## src/rtl/request_tracker.sv

```systemverilog
// request_tracker
//   Floor-request tracker for the elevator controller. Keeps a per-floor
//   bitmap of pending calls. A call is set by a request strobe and cleared
//   when the car services that floor. From the bitmap and the car position
//   it derives summary outputs and a direction-aware next target.
//
// Optional feature (compile-time macro REQ_CANCEL_EN):
//   Adds cancel_valid/cancel_floor. A cancel clears a pending floor. It has
//   lower priority than a service and higher priority than a request.
//
// Ports
//   clk, reset              rising-edge clock, async active-high reset
//   req_valid/req_floor     call request strobe and floor
//   svc_valid/svc_floor     service strobe (doors open) and floor
//   cancel_valid/_floor     cancel strobe and floor (REQ_CANCEL_EN only)
//   current_floor, dir_up   car position and travel bias from the motion FSM
//   requests, pending_cnt   pending bitmap and its popcount
//   any_req                 at least one floor pending
//   max_request/min_request highest/lowest pending floor (0 / NUM_FLOORS-1 when empty)
//   above_req/below_req     a pending floor exists above/below current_floor
//   next_target/next_valid  floor to head to next, and whether it is meaningful
//   req_err                 registered one-cycle pulse for an out-of-range floor on any strobe

module request_tracker #(
    parameter int unsigned  NUM_FLOORS = 8,
    localparam int unsigned FLOOR_W    = $clog2(NUM_FLOORS),
    localparam int unsigned CNT_W      = $clog2(NUM_FLOORS + 1)
) (
    input  logic                  clk,
    input  logic                  reset,
    input  logic                  req_valid,
    input  logic [FLOOR_W-1:0]    req_floor,
    input  logic                  svc_valid,
    input  logic [FLOOR_W-1:0]    svc_floor,
`ifdef REQ_CANCEL_EN
    input  logic                  cancel_valid,
    input  logic [FLOOR_W-1:0]    cancel_floor,
`endif
    input  logic [FLOOR_W-1:0]    current_floor,
    input  logic                  dir_up,
    output logic [NUM_FLOORS-1:0] requests,
    output logic [CNT_W-1:0]      pending_cnt,
    output logic                  any_req,
    output logic [FLOOR_W-1:0]    max_request,
    output logic [FLOOR_W-1:0]    min_request,
    output logic                  above_req,
    output logic                  below_req,
    output logic [FLOOR_W-1:0]    next_target,
    output logic                  next_valid,
    output logic                  req_err
);

    // One-hot decode limited to real floors. An out-of-range index decodes
    // to all zeros, so it can never touch the bitmap. This also avoids a
    // constant compare when NUM_FLOORS is a power of two.
    function automatic logic [NUM_FLOORS-1:0] decode(input logic [FLOOR_W-1:0] floor);
        logic [NUM_FLOORS-1:0] d;
        d = '0;
        for (int i = 0; i < NUM_FLOORS; i++) begin
            d[i] = (floor == FLOOR_W'(i));
        end
        return d;
    endfunction

    logic [NUM_FLOORS-1:0] requests_q, requests_d;
    logic                  req_err_q, req_err_d;

    logic [NUM_FLOORS-1:0] req_dec, svc_dec, cancel_dec;
    logic [NUM_FLOORS-1:0] set_mask, clr_mask;
    logic                  bad_floor;

    always_comb begin
        req_dec = decode(req_floor);
        svc_dec = decode(svc_floor);
`ifdef REQ_CANCEL_EN
        cancel_dec = decode(cancel_floor);
        clr_mask   = (svc_valid ? svc_dec : '0) | (cancel_valid ? cancel_dec : '0);
        bad_floor  = (req_valid && req_dec == '0) || (svc_valid && svc_dec == '0) ||
                     (cancel_valid && cancel_dec == '0);
`else
        cancel_dec = '0;
        clr_mask   = svc_valid ? svc_dec : '0;
        bad_floor  = (req_valid && req_dec == '0) || (svc_valid && svc_dec == '0);
`endif
        set_mask = req_valid ? req_dec : '0;
        // Clears are applied after the set, so a clear on the same floor wins.
        requests_d = (requests_q | set_mask) & ~clr_mask;
        req_err_d  = bad_floor;
    end

    always_ff @(posedge clk or posedge reset) begin
        if (reset) begin
            requests_q <= '0;
            req_err_q  <= 1'b0;
        end else begin
            requests_q <= requests_d;
            req_err_q  <= req_err_d;
        end
    end

    // Summary outputs: combinational on the bitmap and the car position.
    logic [CNT_W-1:0]   cnt;
    logic [FLOOR_W-1:0] max_r, min_r, low_above, high_below;
    logic               has_above, has_below, at_current;

    always_comb begin
        cnt        = '0;
        max_r      = '0;
        min_r      = FLOOR_W'(NUM_FLOORS - 1);
        low_above  = '0;
        high_below = '0;
        has_above  = 1'b0;
        has_below  = 1'b0;
        for (int i = 0; i < NUM_FLOORS; i++) begin
            if (requests_q[i]) begin
                cnt   = cnt + CNT_W'(1);
                max_r = FLOOR_W'(i);
                if (FLOOR_W'(i) > current_floor && !has_above) begin
                    low_above = FLOOR_W'(i);
                    has_above = 1'b1;
                end
                if (FLOOR_W'(i) < current_floor) begin
                    high_below = FLOOR_W'(i);
                    has_below  = 1'b1;
                end
            end
        end
        for (int i = NUM_FLOORS - 1; i >= 0; i--) begin
            if (requests_q[i]) begin
                min_r = FLOOR_W'(i);
            end
        end
        at_current = |(requests_q & decode(current_floor));
    end

    always_comb begin
        next_target = current_floor;
        next_valid  = 1'b0;
        if (at_current) begin
            next_target = current_floor;
            next_valid  = 1'b1;
        end else if (dir_up) begin
            // Keep going up if possible, otherwise reverse.
            if (has_above) begin
                next_target = low_above;
                next_valid  = 1'b1;
            end else if (has_below) begin
                next_target = high_below;
                next_valid  = 1'b1;
            end
        end else begin
            if (has_below) begin
                next_target = high_below;
                next_valid  = 1'b1;
            end else if (has_above) begin
                next_target = low_above;
                next_valid  = 1'b1;
            end
        end
    end

    assign requests    = requests_q;
    assign pending_cnt = cnt;
    assign any_req     = |requests_q;
    assign max_request = max_r;
    assign min_request = min_r;
    assign above_req   = has_above;
    assign below_req   = has_below;
    assign req_err     = req_err_q;

endmodule

```

## config.mk

```make
export PLATFORM = sky130hd
export DESIGN_NAME = request_tracker
export DESIGN_NICKNAME = d
export VERILOG_FILES = /design/src/rtl/request_tracker.sv
export SDC_FILE = /design/constraint.sdc
export NUM_CORES = 1
export LEC_CHECK = 0
export BUFFER_PORTS_ARGS = -buffer_cell sky130_fd_sc_hd__buf_2
export CORE_MARGIN = 2
export CORE_UTILIZATION = 45
export DETAILED_ROUTE_END_ITERATION = 10
export PLACE_DENSITY = 0.7
export SYNTH_ARGS = -nofsm -noshare
export SYNTH_HDL_FRONTEND = slang
export SYNTH_SLANG_ARGS = --single-unit
```

## constraint.sdc

```tcl
create_clock -name clk -period 5 [get_ports clk]
set_input_delay 0 -clock clk [delete_from_list [all_inputs] [get_ports clk]]
set_output_delay 0 -clock clk [all_outputs]
set_load 0.01 [all_outputs]
```

==> reports/results.txt <==
final worst-path cycle share: 89.3%
post-detailed-routing wire length: 3860 µm
result of the run: completed
portion of the post-synthesis area used by sequential elements: 15.0%
total congestion overflow after global routing: 0
Sink Count: 9
average cell area after synthesis: 7.22 µm²
number of iterations in the first detailed-routing pass: 4
number of DRC markers in iteration 0: 58
share of synthesized area spent on multiplexers: 5.17%
predominant post-synthesis flop cell: sky130_fd_sc_hd__dfrtp_1
proportion of layout cells with a drive suffix above 1: 22.0%
parity-gate share of the synthesized area counting xor and xnor cells: 10.2%
Crit path required time: 5.00 ns
Worst-Skew Late Latency: 0.27 ns
Sum Neg Setup Slack: 0 ns
initial core utilization: 48.4%
number of unique standard cell types used by synthesis: 53
number of nets with antenna violations after routing: 0
maximum number of pins on one net before global-route repair: 21
TritonCTS clock tree: done
number of nets at the end of the flow: 264
fill cell instance count of the final layout: 312
Synth Cell Area: 1500 µm²
placed wire-length estimate after detailed placement: 2760 µm
full die area: 3810 µm²
Crit Path Max Fanout: 12
Final Util: 56.5%
Antenna diodes: 0
number of buffers created by CTS: 3
total count of max-transition violations in the final report: 0
standard-cell rows: 20
buffer type at the clock tree root: sky130_fd_sc_hd__clkbuf_4
Layout Cells excl Fill: 285
async set or reset register ratio after synthesis: 100%
proportion of netlist area held by the largest area contributor: 15.0%
MaxCap Viol Count: 0
synthesized instance count: 208
number of placed instances, taps included: 275
via count of the first global-routing pass: 1405
total power: 0.000880 W
path class of the lowest-slack min-delay path: in2reg
RSZ-0062 raised after global routing: no
routability congestion estimate from global placement: 0.823
compound-gate portion of the synthesized area: 33.2%
Synthesized Nets: 230
category of the worst setup path capture point: output port
cell taking the most area after synthesis: sky130_fd_sc_hd__dfrtp_1
placeable core area: 3100 µm²
die extent in y: 61.8 µm
initial antenna violation count: 0
post-synthesis adder-cell area fraction: 6.67%
crit-path cells: inv_1 -> ha_1 -> xor2_2 -> ha_1 -> a21o_1 -> ha_1 -> nor2_1 -> nor2b_1 -> ha_1 -> a22o_1 -> ha_1 -> mux2_2 -> ha_1 -> nand2_1 -> xor2_1 -> xnor2_1 -> buf_2
worst endpoint data arrival time: 4.47 ns
clock skew after layout: 0 ns
leading post-synthesis cells by cell area: sky130_fd_sc_hd__dfrtp_1, sky130_fd_sc_hd__ha_1, sky130_fd_sc_hd__a21oi_1
deepest level of the CTS H-tree: 1
Clock Pin Slew Worst Setup and Hold Paths: 0.06 ns
longest individual stage delay on the worst path: 0.55 ns
width of the chip: 61.8 µm
vias: 1614
largest family of logic cells by synthesized area: compound AO/OA/AOI/OAI gates
simple-gate area share of the yosys netlist: 20.5%
Routed wire per std cell: 13.5 µm
wire length of the first global-routing pass: 6190 µm
count of flip-flops with a built-in enable after synthesis: 0
detail-routed via count per cell: 5.66
post-synthesis sequential element count: 9
relative slew slack: 54.7%
leakage power figure: 0.775 nW
maximum number of buffers from clock root to sink: 2
P per Cell Area: 502 nW/µm²
number of hold-slack violations in the final timing report: 0
cell repeated most along the worst path: sky130_fd_sc_hd__ha_1
count of boundary I/O pins: 40
final routed DRC violation total: 0
Worst Tran Pin Value: 0.680 ns
critical path type: reg2out
yosys synthesis warning count: 0
global router's overall resource usage: 21.4%
input/output buffers: 39
Fmax achieved: 224 MHz
Worst path slowest cell: sky130_fd_sc_hd__dfrtp_1
setup-violating endpoint count in the final report: 0
startpoint class of the critical path: flop
final period demand of the worst path: 4.47 ns
Peak VDD IR: 0.226 mV
synthesis-to-layout area growth: 16.7%
[cells by family after synthesis]
family | Yosys count
buffers and inverters | 29
xor gates and xnor gates | 14
other | 1
DFF | 9
muxes | 5
AOI/OAI and AO/OA | 76
and+or+nand+nor | 66
adders and majority gates | 8
[registers in the layout, indices dropped and copies added (netlist names)]
name	flops
req_err	1
requests	8
[worst max-delay path, delay by kind of cell (launching register included)]
| kind | cells | cell delay (ns) |
|---|---|---|
| AOI/OAI and AO/OA | 2 | 0.46 |
| buffers and inverters | 2 | 0.29 |
| adders and majority gates | 6 | 1.82 |
| DFF | 1 | 0.55 |
| xor gates and xnor gates | 3 | 0.53 |
| and+or+nand+nor | 3 | 0.27 |
| muxes | 1 | 0.28 |
[stage by stage]
step           worst slack [ns]  instance area [µm²]  hold WS [ns]
2_1_floorplan              1.12                 1500        -0.172
3_3_place_gp              0.901                 1660       -0.0304
3_5_place_dp              0.841                 1660       -0.0292
4_1_cts                   0.540                 1750        0.0253
5_1_grt                   0.259                 1750        0.0573
6_report                  0.533                 1750        0.0212
[cells in the mapped netlist (4+ instances only)]
| cell type | instances |
|---|---|
| sky130_fd_sc_hd__a21oi_1 | 17 |
| sky130_fd_sc_hd__nor3_1 | 4 |
| sky130_fd_sc_hd__xor2_1 | 5 |
| sky130_fd_sc_hd__xnor2_1 | 5 |
| sky130_fd_sc_hd__nor2b_1 | 9 |
| sky130_fd_sc_hd__nor2_1 | 21 |
| sky130_fd_sc_hd__a31oi_1 | 12 |
| sky130_fd_sc_hd__ha_1 | 8 |
| sky130_fd_sc_hd__inv_1 | 13 |
| sky130_fd_sc_hd__buf_2 | 7 |
| sky130_fd_sc_hd__dfrtp_1 | 9 |
| sky130_fd_sc_hd__nand2_1 | 20 |
| sky130_fd_sc_hd__o21ai_0 | 12 |
| sky130_fd_sc_hd__nand3_1 | 4 |
| sky130_fd_sc_hd__clkbuf_1 | 5 |
[layout make-up]
type	count	area, µm²	share of cell area [%]
Multi-Input combinational cell	170	1140	65.1
Clock buffer	3	22.5	1.29
Tap cell	44	55.1	3.14
Clock inverter	1	5.00	0.286
Sequential cell	9	225	12.9
Timing Repair Buffer	45	255	14.6
Inverter	13	48.8	2.79
[power breakdown]
part           switching, W  internal (W)  total (W)
Combinational      0.000355      0.000324   0.000679
Clock             0.0000278     0.0000296  0.0000574
Sequential        0.0000584     0.0000848   0.000143
[per-layer routing]
metal	vias to the layer above	part of all wire (%)	track usage [%]
li1	817	-	-
met1	732	45	29.8
met4	0	1.6	7.90
met2	55	48	34.7
met3	10	4.8	1.66
met5	-	0	0
[final timing paths]
path / from / endpoint / slack (ns) / cells after the start
max in group asynchronous: reset / requests[7] / 4.53 / 3
min in group asynchronous: reset / req_err / 0.22 / 3
setup / recovery: requests[1] / pending_cnt[2] / 0.53 / 17
hold / removal: svc_floor[1] / requests[7] / 0.02 / 2
setup reg to reg: requests[3] / requests[3] / 3.28 / 3
hold reg to reg: requests[0] / requests[0] / 0.71 / 2
[cells in the final DEF (no fill, tap or decap), types with 2 or more instances in the layout]
master,Yosys,layout
sky130_fd_sc_hd__o21bai_1,2,2
sky130_fd_sc_hd__nor2_1,21,21
sky130_fd_sc_hd__xor2_1,5,5
sky130_fd_sc_hd__dlygate4sd3_1,0,6
sky130_fd_sc_hd__clkbuf_4,0,3
sky130_fd_sc_hd__a22o_1,3,3
sky130_fd_sc_hd__dfrtp_1,9,9
sky130_fd_sc_hd__o22ai_1,2,2
sky130_fd_sc_hd__xnor2_1,5,5
sky130_fd_sc_hd__o21ai_1,3,3
sky130_fd_sc_hd__a22oi_1,2,2
sky130_fd_sc_hd__buf_2,7,39
sky130_fd_sc_hd__nor2b_1,9,9
sky130_fd_sc_hd__mux2_2,2,2
sky130_fd_sc_hd__nand3_1,4,4
sky130_fd_sc_hd__a21o_1,3,3
sky130_fd_sc_hd__a211oi_1,2,2
sky130_fd_sc_hd__nand2_1,20,20
sky130_fd_sc_hd__o21ai_0,12,12
sky130_fd_sc_hd__xnor2_2,3,3
sky130_fd_sc_hd__a41oi_1,3,3
sky130_fd_sc_hd__ha_1,8,8
sky130_fd_sc_hd__a21oi_1,17,17
sky130_fd_sc_hd__inv_1,13,13
sky130_fd_sc_hd__a31oi_1,12,12
sky130_fd_sc_hd__a211o_1,2,2
sky130_fd_sc_hd__a32oi_1,2,2
sky130_fd_sc_hd__nor3_1,4,4
[what timing repair did]
action	in CTS	in global routing
resized for setup	0	0
buffers inserted	0	0
endpoints found under the hold margin	13	0
endpoints found under the setup margin	0	0
hold buffers	6	0
(Power assumes the default switching activity.)
